`config.mk`:
```
export PLATFORM = sky130hd
export DESIGN_NAME = instr_fetch_unit_flat
export DESIGN_NICKNAME = d
export VERILOG_FILES = /design/src/rtl/core_pkg.sv /design/src/rtl/instr_fetch_unit_if.sv /design/src/rtl/instr_fetch_unit_next_pc_sel.sv /design/src/rtl/instr_fetch_unit.sv /design/src/flat_wrapper.sv
export SDC_FILE = /design/constraint.sdc
export NUM_CORES = 1
export LEC_CHECK = 0
export ABC_AREA = 1
export CORE_MARGIN = 2
export CORE_UTILIZATION = 45
export CTS_CLUSTER_DIAMETER = 40
export DETAILED_ROUTE_END_ITERATION = 8
export PLACE_DENSITY = 0.82
export SKIP_LAST_GASP = 1
export SLEW_MARGIN = 20
export SYNTH_ARGS = -nofsm -noshare
export SYNTH_HDL_FRONTEND = slang
export SYNTH_SLANG_ARGS = --single-unit
```
`constraint.sdc`:
```
create_clock -name clk -period 3.6 [get_ports clk]
set_input_delay 0.72 -clock clk [delete_from_list [all_inputs] [get_ports clk]]
set_output_delay 0.72 -clock clk [all_outputs]
set_load 0.03 [all_outputs]
```
`src/rtl/core_pkg.sv`:
```
// rtl/core_pkg.sv - shared constants and types for the 16-bit core front end
package core_pkg;

  localparam int PC_W_DEF = 16;
  localparam int INSTR_W  = 16;

  localparam int OPC_MSB = 15;
  localparam int OPC_LSB = 12;
  localparam logic [3:0] OP_ALU = 4'h0;
  localparam logic [3:0] OP_LHI = 4'h3;
  localparam logic [3:0] OP_LW  = 4'h4;
  localparam logic [3:0] OP_SW  = 4'h5;
  localparam logic [3:0] OP_BRN = 4'hC;
  localparam logic [3:0] OP_JMP = 4'h8;
  localparam logic [3:0] OP_HLT = 4'hF;

  localparam int BR_OFF_MSB  = 7;
  localparam int BR_OFF_W    = BR_OFF_MSB + 1;
  localparam int JMP_OFF_MSB = 10;
  localparam int JMP_OFF_W   = JMP_OFF_MSB + 1;

  localparam logic [INSTR_W-1:0] INSTR_RESET = '0;

  typedef enum logic [1:0] {
    ST_FETCH = 2'd0,
    ST_EXEC  = 2'd1,
    ST_HALT  = 2'd2
  } fetch_state_t;

endpackage

```
`src/rtl/instr_fetch_unit_if.sv`:
```
// rtl/instr_fetch_unit_if.sv - instruction memory request/ready bus
interface instr_fetch_unit_if #(
  parameter int PC_W = 16
);

  logic            imem_req;
  logic [PC_W-1:0] imem_addr;
  logic [15:0]     imem_rdata;
  logic            imem_ready;

  modport master (
    output imem_req,
    output imem_addr,
    input  imem_rdata,
    input  imem_ready
  );

  modport slave (
    input  imem_req,
    input  imem_addr,
    output imem_rdata,
    output imem_ready
  );

endinterface

```
`src/rtl/instr_fetch_unit_next_pc_sel.sv`:
```
// rtl/instr_fetch_unit_next_pc_sel.sv - next-PC priority mux with branch/jump offset adders
module next_pc_sel
  import core_pkg::*;
#(
  parameter int PC_W = PC_W_DEF
) (
  input  logic [PC_W-1:0]      pc,
  input  logic [PC_W-1:0]      reg_target,
  input  logic [BR_OFF_W-1:0]  br_off,
  input  logic [JMP_OFF_W-1:0] jmp_off,
  input  logic                 hlt,
  input  logic                 jr,
  input  logic                 jalr,
  input  logic                 jmp,
  input  logic                 pc_src,
  output logic [PC_W-1:0]      pc_plus1,
  output logic [PC_W-1:0]      next_pc
);

  logic [PC_W-1:0] br_sext;
  logic [PC_W-1:0] jmp_sext;
  logic [PC_W-1:0] br_target;
  logic [PC_W-1:0] jmp_target;

  assign pc_plus1   = pc + PC_W'(1);
  assign br_sext    = {{(PC_W-BR_OFF_W){br_off[BR_OFF_W-1]}}, br_off};
  assign jmp_sext   = {{(PC_W-JMP_OFF_W){jmp_off[JMP_OFF_W-1]}}, jmp_off};
  assign br_target  = pc_plus1 + br_sext;
  assign jmp_target = pc_plus1 + jmp_sext;

  // Halt outranks everything so the halted pc is always the sequential successor.
  always_comb begin
    next_pc = pc_plus1;
    if (hlt) begin
      next_pc = pc_plus1;
    end else if (jr || jalr) begin
      next_pc = reg_target;
    end else if (jmp) begin
      next_pc = jmp_target;
    end else if (pc_src) begin
      next_pc = br_target;
    end
  end

endmodule

```
`src/rtl/instr_fetch_unit.sv`:
```
// rtl/instr_fetch_unit.sv - fetch/execute/halt sequencer holding the pc and the instruction register
module instr_fetch_unit
  import core_pkg::*;
#(
  parameter int              PC_W     = PC_W_DEF,
  parameter logic [PC_W-1:0] RESET_PC = '0
) (
  input  logic                clk,
  input  logic                rst,
  instr_fetch_unit_if.master  imem,
  output logic [INSTR_W-1:0]  instr,
  output logic                instr_valid,
  output logic [PC_W-1:0]     pc,
  output logic [PC_W-1:0]     pc_plus1,
  input  logic                exec_stall,
  input  logic                PC_src,
  input  logic                Jmp,
  input  logic                Jalr,
  input  logic                Jr,
  input  logic                Hlt,
  input  logic [PC_W-1:0]     reg_target,
  output logic                halted
);

  fetch_state_t    state;
  fetch_state_t    state_nxt;
  logic [PC_W-1:0] pc_q;
  logic [PC_W-1:0] next_pc;
  logic [INSTR_W-1:0] instr_q;
  logic            advance;
  logic            capture;

  next_pc_sel #(
    .PC_W (PC_W)
  ) u_next_pc_sel (
    .pc         (pc_q),
    .reg_target (reg_target),
    .br_off     (instr_q[BR_OFF_MSB:0]),
    .jmp_off    (instr_q[JMP_OFF_MSB:0]),
    .hlt        (Hlt),
    .jr         (Jr),
    .jalr       (Jalr),
    .jmp        (Jmp),
    .pc_src     (PC_src),
    .pc_plus1   (pc_plus1),
    .next_pc    (next_pc)
  );

  always_ff @(posedge clk or posedge rst) begin
    if (rst) begin
      state <= ST_FETCH;
    end else begin
      state <= state_nxt;
    end
  end

  always_comb begin
    state_nxt = state;
    case (state)
      ST_FETCH: if (imem.imem_ready) state_nxt = ST_EXEC;
      ST_EXEC:  if (!exec_stall) state_nxt = Hlt ? ST_HALT : ST_FETCH;
      ST_HALT:  state_nxt = ST_HALT;
      default:  state_nxt = ST_FETCH;
    endcase
  end

  // The reset state is FETCH, so the request is also gated by rst to drop at once.
  always_comb begin
    imem.imem_req  = (state == ST_FETCH) && !rst;
    imem.imem_addr = pc_q;
    instr_valid    = (state == ST_EXEC);
    halted         = (state == ST_HALT);
    advance        = (state == ST_EXEC) && !exec_stall;
    capture        = (state == ST_FETCH) && imem.imem_ready;
  end

  always_ff @(posedge clk or posedge rst) begin
    if (rst) begin
      pc_q <= RESET_PC;
    end else if (advance) begin
      pc_q <= next_pc;
    end
  end

  always_ff @(posedge clk or posedge rst) begin
    if (rst) begin
      instr_q <= INSTR_RESET;
    end else if (capture) begin
      instr_q <= imem.imem_rdata;
    end
  end

  assign pc    = pc_q;
  assign instr = instr_q;

endmodule
```
`src/flat_wrapper.sv`:
```
// flat-port wrapper written by rule: the top's interface ports become plain ports
module instr_fetch_unit_flat import core_pkg::*;
#(
  parameter int              PC_W     = PC_W_DEF,
  parameter logic [PC_W-1:0] RESET_PC = '0
)
  (clk, rst, instr, instr_valid, pc, pc_plus1, exec_stall, PC_src, Jmp, Jalr, Jr, Hlt, reg_target, halted, imem_imem_req, imem_imem_addr, imem_imem_rdata, imem_imem_ready);
  instr_fetch_unit_if #(.PC_W(PC_W)) imem_i ();
  input  logic clk;
  input  logic rst;
  output logic [INSTR_W-1:0] instr;
  output logic instr_valid;
  output logic [PC_W-1:0] pc;
  output logic [PC_W-1:0] pc_plus1;
  input  logic exec_stall;
  input  logic PC_src;
  input  logic Jmp;
  input  logic Jalr;
  input  logic Jr;
  input  logic Hlt;
  input  logic [PC_W-1:0] reg_target;
  output logic halted;
  output wire logic [$bits(imem_i.imem_req)-1:0] imem_imem_req;
  output wire logic [$bits(imem_i.imem_addr)-1:0] imem_imem_addr;
  input wire logic [$bits(imem_i.imem_rdata)-1:0] imem_imem_rdata;
  input wire logic [$bits(imem_i.imem_ready)-1:0] imem_imem_ready;
  assign imem_imem_req = imem_i.imem_req;
  assign imem_imem_addr = imem_i.imem_addr;
  assign imem_i.imem_rdata = imem_imem_rdata;
  assign imem_i.imem_ready = imem_imem_ready;
  instr_fetch_unit #(.PC_W(PC_W), .RESET_PC(RESET_PC)) u_core (.clk(clk), .rst(rst), .imem(imem_i), .instr(instr), .instr_valid(instr_valid), .pc(pc), .pc_plus1(pc_plus1), .exec_stall(exec_stall), .PC_src(PC_src), .Jmp(Jmp), .Jalr(Jalr), .Jr(Jr), .Hlt(Hlt), .reg_target(reg_target), .halted(halted));
endmodule
```
Word level (Yosys, flattened, before mapping):

Index checks and enable logic that the tools add are counted.
Widths: inputs -> output; s select.

* output and inout port bits: 67
* input port bits: 41
* word-level logic and storage cells: 26
* register bits after elaboration: 34

* mux-type cells: 8
* eq/ne operators: 4
* add/sub/neg operators: 3
* reductions and logical operators: 8

Operators by type and width (count)
* $mux 16: 4
* $add 16x16->16: 2
* $add 16x1->16 const B: 1
* $mux 2: 3
* $pmux 2 s3: 1
* $ne 2x2->1 const B: 2
* $logic_and 1x1->1: 3
* $eq 2x1->1 const B: 1
* $eq 2x2->1 const B: 1
* $logic_not 1->1: 2
* $logic_not 2->1: 1
* $reduce_and 2->1: 1
* $logic_or 1x1->1: 1

Depth between registers and ports, before layout:

Gate-level depths: netlist of run 1.

* word-level depth: 6
* depth in mapped cells: 23

Modules after synthesis:

A second synthesis of run 1 with hierarchy kept.

* cells, all modules: 706
* area, all modules: 4393.0 um^2

Modules (own cells, without submodules)
* next_pc_sel: instances 1, area an instance 2852.7 um^2, cells each 533, seq. area each 0.0 um^2
* instr_fetch_unit: instances 1, area an instance 1540.2 um^2, cells each 173, seq. area each 850.8 um^2

Worst setup path after synthesis of run 1:

Ideal clock, no wire load.

* path type: register -> register
* from: register u_core.pc_q[0], in the netlist u_core.imem.imem_addr[0]
* to: register u_core.pc_q[8], in the netlist u_core.imem.imem_addr[8]
* setup slack: 0.611 ns
* cell stages (with the launch flop): 14
* arrival time: 2.911 ns
* cells stage by stage: dfrtp_1 > inv_1 > nor2_4 > xor2_1 > ha_1 > o21ai_1 > inv_1 > nand2_1 > nand2_1 > a21oi_1 > o21ai_1 > nand3_1 > nand2_1 > o21bai_1

* word-level cells in the longest chain between the ends: 6
* elaborated cells on any way between the ends: 7
* those cells by class: 3 x add/sub; 4 x mux

RTL lines
* from (decl): RTL line instr_fetch_unit.sv:27 `logic [PC_W-1:0] pc_q;`
* from (signal assigned): RTL line instr_fetch_unit.sv:81 `pc_q <= next_pc;`
* $add 16x1->16 *: RTL line instr_fetch_unit_next_pc_sel.sv:25 `assign pc_plus1 = pc + PC_W'(1);`
* net pc_plus1[0]: RTL line flat_wrapper.sv:14 `output logic [PC_W-1:0] pc_plus1;`
* $add 16x16->16: RTL line instr_fetch_unit_next_pc_sel.sv:28 `assign br_target = pc_plus1 + br_sext;`
* $mux 16: RTL line instr_fetch_unit_next_pc_sel.sv:40 `end else if (pc_src) begin`
* $mux 16 *: RTL line instr_fetch_unit_next_pc_sel.sv:38 `end else if (jmp) begin`
* $mux 16 *: RTL line instr_fetch_unit_next_pc_sel.sv:36 `end else if (jr || jalr) begin`
* $mux 16 *: RTL line instr_fetch_unit_next_pc_sel.sv:34 `if (hlt) begin`

The timed path passes the listed nets; every way through them passes the cells marked *.
A chain may end at the register's enable or synchronous reset.

Worst setup path after layout of run 1:

* from: register u_core.pc_q[1], in the netlist u_core.imem.imem_addr[1]
* to: output pc_plus1[14]

* word-level cells in the longest chain between the ends: 1

RTL lines (RTL line)
* $add 16x1->16: instr_fetch_unit_next_pc_sel.sv:25
* to (decl): flat_wrapper.sv:14

Every way passes these cells.

==> results.md, run 1 <==
- HP Class: flip-flop to flip-flop
- Post-CTS Setup Bufs: 0
- Largest fanout on the critical path: 5
- Clk sinks: 34
- Status: finished clean
- Routed WL per cell: 14.7 um
- CP Launch Type: flip-flop
- Reg clk slew, reported paths: 0.08 ns
- Fill count: 780
- FP Rows: 33
- CTS buffer count: 5
- # IOs: 108
- Final worst slack: 0.302 ns
- First-pass GRT wire length: 18800 um
- Peak supply drop: 0.000235 V
- Clk_skew: 0.00644 ns
- Largest net degree at the start of global routing: 21
- Fin Setup TNS: 0 ns
- Synth warn: 0
- Antenna violations before repair: 0
- Drt via density: 5.24
- Syn avg cell area: 6.50 sq um
- Hold Vio Cnt, Final: 0
- # DRC: 0
- Grt met2 use: 45.6%
- Synth cell types: 40
- Fmax: 0.303 GHz
- Pre-CTS setup slack: 0.533 ns
- Worst Max-Slew Pin Slew: 0.799 ns
- Drt pass-1 iters: 4
- Die area: 8970 sq um
- Yosys reg bits: 34
- Main synth FF type: dfrtp_1
- Post-CTS Hold Buffers: 0
- GR Util All Layers: 26.7%
- # port buffers: 107
- Slew margin rel.: 46.7%
- Leakage: 2.44 nW
- Yosys top cell area share: 23.0%
- WL final: 11300 um
- Most frequent cells in the layout: 157 x nand2_1, 107 x clkdlybuf4s50_1, 77 x inv_1
- Most common cell after layout, fill and taps aside: nand2_1
- Die W: 94.7 um
- Post-synth EDFFs: 0
- CP required: 2.88 ns
- Crit path time final: 3.30 ns
- Fin cells: 767
- CTS tree: built
- Maximum root-to-sink buffer count: 2
- Layout cells sized above 1: 8.31%
- CTS root buf: clkbuf_8
- Placed cells: 759
- Post-synth top area cell: dfrtp_1
- PwrDens: 253 nW/um^2
- Critical path capture point type: output pin
- Sequential share of the synthesized area: 23.0%
- # diodes: 0
- Core area: 8090 sq um
- Final nets: 728
- Post_cts resized: 0
- Ys async rst share: 100%
- Vias in the first global route: 3964
- Synth Cell Area: 3700 sq um
- Via count: 4019
- Met3 usage: 4.15%
- Area growth syn-to-layout: 31.1%
- Final setup violation count: 0
- CP Class: flip-flop to output pin
- Routed Antenna Nets: 0
- Global route overflow: 0
- Busiest grt layer: met2
- GR Util met1: 34.9%
- Post-Syn Nets: 636
- Placer Congestion: 0.947
- Starting Density: 45.7%
- CTS H-Tree Depth: 2
- DP Wirelength: 9310 um
- RSZ-0062 raised after global routing: no
- Max-cap viol count: 0
- Skew-Pair Late Insertion Delay: 0.29 ns
- Critical Path AT: 2.58 ns
- Die height: 94.7 um
- Mapped Cells: 569
- Max-slew violation count: 0
- 1st-iter DRT viols: 211
- Ranking of synthesized cells by area: dfrtp_1 23%, nand2_1 16%, ha_1 8.5%
- Period utilization: 91.6%
## logic make-up after synthesis
family / after synthesis / share of synthesized area [%]
AND/OR/NAND/NOR: 284 / 33.6
AO/OA/AOI/OAI: 89 / 13.7
multiplexers: 14 / 4.26
XOR/XNOR: 14 / 3.52
flip-flops: 34 / 23.0
buffers and inverters: 108 / 13.0
adder cells (fa/ha/maj): 26 / 8.99
## path summary, 6_finish.rpt
path | slack, ns | start | depth (start not counted) | end
max | 0.30 | u_core.imem.imem_addr[1] | 8 | pc_plus1[14]
min in group asynchronous | 0.92 | rst | 2 | u_core.instr[2]
max in group asynchronous | 1.96 | rst | 3 | u_core.imem.imem_addr[9]
min reg2reg | 0.51 | u_core.instr[12] | 1 | u_core.instr[12]
min | 0.51 | u_core.instr[12] | 1 | u_core.instr[12]
max reg2reg | 0.47 | u_core.imem.imem_addr[1] | 20 | u_core.imem.imem_addr[15]
## worst max-delay path: stages, from the launching register on
cell and delay [ns]:
dfrtp_1 0.43, ha_1 0.23, nand3_2 0.11, nor2_2 0.12, nand2_1 0.10, nor3_2 0.18
xor2_1 0.31, inv_1 0.18, clkdlybuf4s50_1 0.63
## Yosys cell counts, types with 8 or more instances
cell type	number
nand2_1	157
dfrtp_1	34
buf_4	17
nor2_1	57
o21ai_0	21
xor2_1	12
ha_1	25
nand2_2	8
mux2_2	14
nand3_1	35
a21oi_1	41
inv_1	77
## per-stage QoR
| step | hold WS, ns | power [mW] | util, % | area [sq um] |
|---|---|---|---|---|
| 2_1_floorplan | 0.492 | 0.752 | - | 3700 |
| 3_3_place_gp | 0.489 | 0.922 | 58.8 | 4760 |
| 3_5_place_dp | 0.492 | 0.928 | 58.8 | 4760 |
| 4_1_cts | 0.509 | 1.23 | 60.0 | 4850 |
| 5_1_grt | 0.538 | 1.30 | 60.0 | 4850 |
| 6_report | 0.508 | 1.23 | 60.0 | 4850 |
## flip-flops by register name (all words and copies together), names as in the netlist
signal                 cells
u_core.state               2
u_core.imem.imem_addr     16
u_core.instr              16
## report_power, final
part / internal, mW / switching (mW)
clock network: 0.155 / 0.150
registers: 0.395 / 0.0240
logic: 0.202 / 0.304
total: 0.751 / 0.478
## routing by layer
| metal | vias to the layer above | share of wire, % | wire [um] |
|---|---|---|---|
| met2 | 136 | 49 | 5520 |
| li1 | 2002 | - | - |
| met3 | 16 | 6.5 | 741 |
| met1 | 1865 | 43 | 4890 |
| met4 | 0 | 1.4 | 161 |
| met5 | - | 0 | 0 |
## layout make-up
cell class	count	area, sq um	share of cell area [%]
multi-input combinational	427	2370	48.8
clock buffer	7	86.3	1.78
tap	105	131	2.71
sequential	34	851	17.5
clock inverter	1	5.00	0.103
inverter	82	308	6.34
timing repair buffer	111	1100	22.7
No activity file was read; power rests on OpenSTA's default activity.
==> inputs of run 2 (changes only) <==
==> constraint.sdc (replaced) <==
create_clock -name clk -period 3.9 [get_ports clk]
set_input_delay 0.78 -clock clk [delete_from_list [all_inputs] [get_ports clk]]
set_output_delay 0.78 -clock clk [all_outputs]
set_load 0.03 [all_outputs]
==> results.md, run 2 (synthesis gave the netlist of run 1 again) <==
- # diodes: 0 (unchanged)
- Final nets: 727 (was 728)
- Die height: 94.7 um (unchanged)
- Core area: 8090 sq um (unchanged)
- Crit-path max cell delay: 0.62 ns (was 0.63 ns)
- GR Util All Layers: 26.0% (was 26.7%)
- Routed WL per cell: 14.7 um (about the same)
- CP required: 3.12 ns (was 2.88 ns)
- Critical Path AT: 2.59 ns (was 2.58 ns)
- Global route overflow: 0 (unchanged)
- Largest fanout on the critical path: 5 (unchanged)
- Most common cell after layout, fill and taps aside: nand2_1 (unchanged)
- Layout cells sized above 1: 8.32% (was 8.31%)
- CTS H-Tree Depth: 2 (unchanged)
- Delay-heaviest family, CP: buffers and inverters (unchanged)
- CP Launch Type: flip-flop (unchanged)
- Reg clk slew, reported paths: 0.08 ns (about the same)
- RSZ-0062 raised after global routing: no (unchanged)
- Area after DPL: 4750 sq um (was 4760 sq um)
- Hold Vio Cnt, Final: 0 (unchanged)
- Max-cap viol count: 0 (unchanged)
- Slew margin rel.: 41.5% (was 46.7%)
- Crit-path cells: ha_1 > nand3_2 > nor2_2 > nand2_1 > nor3_2 > xor2_1 > inv_1 > clkdlybuf4s50_1 (unchanged)
- Pre-CTS setup slack: 0.792 ns (was 0.533 ns)
- Routed Antenna Nets: 0 (unchanged)
- Drt via density: 5.22 (was 5.24)
- Max-slew violation count: 0 (unchanged)
- Worst Max-Slew Pin Slew: 0.877 ns (was 0.799 ns)
- Drt pass-1 iters: 5 (was 4)
- Fin Setup TNS: 0 ns (unchanged)
- Final worst slack: 0.533 ns (was 0.302 ns)
- Placer Congestion: 0.927 (was 0.947)
- Post-route design area: 4860 sq um (was 4850 sq um)
- Starting Density: 45.7% (unchanged)
- Hold depth: 1 (unchanged)
- Period utilization: 86.3%
- # DRC: 0 (unchanged)
- Die W: 94.7 um (unchanged)
- Peak supply drop: 0.000151 V (was 0.000235 V)
- Status: finished clean (unchanged)
- Total power: 1.17 mW (was 1.23 mW)
- Area growth syn-to-layout: 31.4% (was 31.1%)
- Post_cts resized: 0 (unchanged)
- Largest net degree at the start of global routing: 24 (was 21)
- Post-CTS Setup Bufs: 0 (unchanged)
- DP Wirelength: 9250 um (was 9310 um)
- First-pass GRT wire length: 18300 um (was 18800 um)
- Critical path capture point type: output pin (unchanged)
- Antenna violations before repair: 0 (unchanged)
- CTS tree: built (unchanged)
- Crit path time final: 3.37 ns
- CP Class: flip-flop to output pin (unchanged)
- CTS buffer count: 5 (unchanged)
- Hold_sp: u_core.instr[11] (was u_core.instr[12])
- Hold Path End: u_core.instr[11] (was u_core.instr[12])
- WL final: 11300 um (about the same)
- Clk_skew: 0.00973 ns (was 0.00644 ns)
- Skew-Pair Late Insertion Delay: 0.29 ns (about the same)
- Fill count: 805 (was 780)
- Most frequent cells in the layout: 157 x nand2_1, 107 x clkdlybuf4s50_1, 77 x inv_1 (unchanged)
- Slowest-stage cell, CP: clkdlybuf4s50_1 (unchanged)
- Reg2Reg Depth: 20 (unchanged)
- Post-CTS Hold Buffers: 0 (unchanged)
- Min Hold Slack: 0.511 ns (was 0.508 ns)
- Clk sinks: 34 (unchanged)
- Vias in the first global route: 3809 (was 3964)
- HP Class: flip-flop to flip-flop (unchanged)
- Worst R2R Start: u_core.imem.imem_addr[1] (unchanged)
- Worst R2R End: u_core.imem.imem_addr[15] (unchanged)
- FP Rows: 33 (unchanged)
- # port buffers: 107 (unchanged)
- # IOs: 108 (unchanged)
- Die area: 8970 sq um (unchanged)
- Final setup violation count: 0 (unchanged)
- 1st-iter DRT viols: 257 (was 211)
- CTS root buf: clkbuf_8 (unchanged)
- Maximum root-to-sink buffer count: 2 (unchanged)
- PwrDens: 241 nW/um^2 (was 253 nW/um^2)
- Fmax: 0.297 GHz
- R2R setup slack: 0.72 ns (was 0.47 ns)
- Via count: 3995 (was 4019)
- Leakage: 2.45 nW (was 2.44 nW)
- Bufs and invs on worst path: 2 (unchanged)
## run 2: layout make-up
type                            instances  area, sq um  share of cell area, %
Sequential cell                        34          851                   17.5
Inverter                               82          308                   6.33
Multi-Input combinational cell        427         2370                   48.7
Tap cell                              105          131                   2.70
Clock buffer                            8          110                   2.26
Timing Repair Buffer                  110         1090                   22.5
## run 2: worst max-delay path by stage
stage                                  start                        end  slack (ns)  cells past startpoint
floorplan           u_core.imem.imem_addr[0]   u_core.imem.imem_addr[8]        0.91                     13
global placement    u_core.imem.imem_addr[1]  u_core.imem.imem_addr[15]        0.86                     20
detailed placement  u_core.imem.imem_addr[1]  u_core.imem.imem_addr[15]        0.79                     20
CTS                 u_core.imem.imem_addr[1]               pc_plus1[14]        0.55                      8
global route        u_core.imem.imem_addr[1]               pc_plus1[14]        0.42                      8
finish              u_core.imem.imem_addr[1]               pc_plus1[14]        0.53                      8
## run 2: per-layer routing
layer	global-route usage [%]	wire length, um	part of all wire [%]	vias to the layer above
met1	35.0	4960	44	1836
met5	0	0	0	-
li1	-	-	-	1998
met4	6.64	187	1.7	0
met3	3.99	721	6.4	17
met2	43.7	5430	48	144
## run 2: per-stage QoR
step	utilization, %	instances
after global routing	60.1	766
after floorplan	-	569
after global placement	58.7	758
after CTS	60.1	766
final	60.1	766
after detailed placement	58.7	758
## run 2: report_power, final
group / switching, mW / internal (mW)
combinational: 0.279 / 0.186
sequential: 0.0215 / 0.364
clock: 0.141 / 0.179
total: 0.442 / 0.729
==> inputs of run 3 (changes only) <==
--- a/config.mk
+++ b/config.mk
@@ -7,10 +7,11 @@
 export LEC_CHECK = 0
 export ABC_AREA = 1
 export CORE_MARGIN = 2
-export CORE_UTILIZATION = 45
+export CORE_UTILIZATION = 35
 export CTS_CLUSTER_DIAMETER = 40
 export DETAILED_ROUTE_END_ITERATION = 8
-export PLACE_DENSITY = 0.82
+export HOLD_SLACK_MARGIN = 0.05
+export PLACE_DENSITY = 0.67
 export SKIP_LAST_GASP = 1
 export SLEW_MARGIN = 20
 export SYNTH_ARGS = -nofsm -noshare
==> results.md, run 3 (synthesis gave the netlist of run 1 again) <==
- Most frequent cells in the layout: 157 x nand2_1, 107 x clkdlybuf4s50_1, 77 x inv_1 (unchanged)
- Status: finished clean (unchanged)
- Routed WL per cell: 15.0 um (was 14.7 um)
- Sw Ratio: 38.5% (was 37.8%)
- Critical path capture point type: output pin (unchanged)
- Maximum root-to-sink buffer count: 2 (unchanged)
- CP Launch Type: flip-flop (unchanged)
- Worst R2R Start: u_core.imem.imem_addr[1] (unchanged)
- Clk_skew: 0.0113 ns (was 0.00973 ns)
- Routed Antenna Nets: 0 (unchanged)
- Sw Pwr: 0.463 mW (was 0.442 mW)
- RSZ-0062 raised after global routing: no (unchanged)
- Worst Max-Slew Pin Slew: 0.815 ns (was 0.877 ns)
- Area growth syn-to-layout: 32.8% (was 31.4%)
- Most common cell after layout, fill and taps aside: nand2_1 (unchanged)
- Leakage: 2.44 nW (was 2.45 nW)
- CP required: 3.12 ns (about the same)
- FP Rows: 37 (was 33)
- 1st-iter DRT viols: 243 (was 257)
- Post-CTS Setup Bufs: 0 (unchanged)
- WL final: 11900 um (was 11300 um)
- Clk sinks: 34 (unchanged)
- Largest fanout on the critical path: 5 (unchanged)
- Via count: 4068 (was 3995)
- Die height: 107 um (was 94.7 um)
- Starting Density: 36.0% (was 45.7%)
- Crit-path max cell delay: 0.62 ns (about the same)
- Antenna violations before repair: 0 (unchanged)
- CTS root buf: clkbuf_8 (unchanged)
- Drt via density: 5.10 (was 5.22)
- Bufs and invs on worst path: 2 (unchanged)
- CTS tree: built (unchanged)
- Post_cts resized: 0 (unchanged)
- Fmax: 0.294 GHz (was 0.297 GHz)
- GR Util All Layers: 21.6% (was 26.0%)
- Post-CTS Hold Buffers: 0 (unchanged)
- Hold Path End: u_core.instr[14] (was u_core.instr[11])
- Worst R2R End: u_core.imem.imem_addr[15] (unchanged)
- HP Class: flip-flop to flip-flop (unchanged)
- Pint: 0.742 mW (was 0.729 mW)
- Hold Vio Cnt, Final: 0 (unchanged)
- Layout cells sized above 1: 8.46% (was 8.32%)
- DP Wirelength: 9620 um (was 9250 um)
- Delay-heaviest family, CP: buffers and inverters (unchanged)
- # diodes: 0 (unchanged)
- Core area: 10300 sq um (was 8090 sq um)
- Placed cells: 790 (was 758)
- CP Class: flip-flop to output pin (unchanged)
- CTS buffer count: 5 (unchanged)
- Seq pwr share: 32.1% (was 32.9%)
- Max-cap viol count: 0 (unchanged)
- Crit path time final: 3.40 ns (was 3.37 ns)
- Critical Path AT: 2.62 ns (was 2.59 ns)
- Hold depth: 1 (unchanged)
- Final setup violation count: 0 (unchanged)
- PwrDens: 245 nW/um^2 (was 241 nW/um^2)
- First-pass GRT wire length: 19700 um (was 18300 um)
- Crit-path cells: ha_1 > nand3_2 > nor2_2 > nand2_1 > nor3_2 > xor2_1 > inv_1 > clkdlybuf4s50_1 (unchanged)
- Slew margin rel.: 45.5% (was 41.5%)
- R2R setup slack: 0.65 ns (was 0.72 ns)
- Largest net degree at the start of global routing: 35 (was 24)
- Clock power share: 28.9% (was 27.3%)
- Vias in the first global route: 3987 (was 3809)
- Max-slew violation count: 0 (unchanged)
- Placer Congestion: 0.976 (was 0.927)
- Drt pass-1 iters: 5 (unchanged)
- Die W: 107 um (was 94.7 um)
- # DRC: 0 (unchanged)
- Peak supply drop: 0.000170 V (was 0.000151 V)
- # IOs: 108 (unchanged)
- Fin Setup TNS: 0 ns (unchanged)
- CTS H-Tree Depth: 2 (unchanged)
- Comb pwr share: 39.0% (was 39.7%)
- # port buffers: 107 (unchanged)
- Global route overflow: 0 (unchanged)
- Fin cells: 798 (was 766)
- Die area: 11400 sq um (was 8970 sq um)
- Period utilization: 87.1% (was 86.3%)
- Skew-Pair Late Insertion Delay: 0.30 ns (was 0.29 ns)
- Final nets: 728 (was 727)
- Reg2Reg Depth: 20 (unchanged)
- Slowest-stage cell, CP: clkdlybuf4s50_1 (unchanged)
- Reg clk slew, reported paths: 0.09 ns (was 0.08 ns)
- Hold_sp: u_core.instr[14] (was u_core.instr[11])
==> run 3: changes by cell type in the layout (fill, tap and decap cells not counted), sizes merged <==
cell,change
bufinv,+1
clkbuf,-3
buf,+1
clkinvlp,+2
==> run 3: final cells by class <==
type                       instances  area (sq um)
multi-input combinational        427          2370
tap                              136           170
sequential                        34           851
fill                            1098          5360
clock buffer                       5          68.8
timing repair buffer             111          1100
clock inverter                     3          45.0
inverter                          82           308
==> run 3: metal layers <==
layer  GRT usage (%)  routed length [um]  vias up
met5               0                   0        -
met4            5.75                 303        0
met3            4.01                 975       27
met2            35.4                5350      190
met1            29.3                5320     1851
li1                -                   -     2000
==> run 3: through the flow <==
stage | power, mW | area (sq um) | setup WS [ns] | utilization [%] | hold WS, ns
2_1_floorplan | 0.694 | 3700 | 0.911 | - | 0.492
3_3_place_gp | 0.855 | 4800 | 0.812 | 46.7 | 0.492
3_5_place_dp | 0.860 | 4800 | 0.739 | 46.7 | 0.496
4_1_cts | 1.21 | 4910 | 0.512 | 47.8 | 0.513
5_1_grt | 1.27 | 4910 | 0.249 | 47.8 | 0.539
6_report | 1.20 | 4910 | 0.502 | 47.8 | 0.509
==> run 3: worst max-delay path by stage <==
stage	slack, ns	cells past startpoint	end	start
after global routing	0.25	20	u_core.imem.imem_addr[15]	u_core.imem.imem_addr[1]
after floorplan	0.91	13	u_core.imem.imem_addr[8]	u_core.imem.imem_addr[0]
after CTS	0.51	8	pc_plus1[14]	u_core.imem.imem_addr[1]
after detailed placement	0.74	20	u_core.imem.imem_addr[15]	u_core.imem.imem_addr[1]
final	0.50	8	pc_plus1[14]	u_core.imem.imem_addr[1]
after global placement	0.81	18	u_core.imem.imem_addr[15]	u_core.imem.imem_addr[2]
==> run 3: worst reg2reg max path, delay by kind of cell (launching register included) <==
kind | cells | cell delay [ns]
adder cells (fa/ha/maj) | 2 | 0.60
AO/OA/AOI/OAI | 1 | 0.19
flip-flops | 1 | 0.46
AND/OR/NAND/NOR | 14 | 1.36
buffers and inverters | 2 | 0.23
XOR/XNOR | 1 | 0.30
==> run 3: power by group through the flow <==
stage | sequential, mW | clock (mW) | combinational, mW
global route | 0.390 | 0.369 | 0.514
global placement | 0.393 | 0 | 0.462
detailed placement | 0.394 | 0 | 0.466
finish | 0.387 | 0.348 | 0.470
floorplan | 0.413 | 0 | 0.281
CTS | 0.387 | 0.355 | 0.469
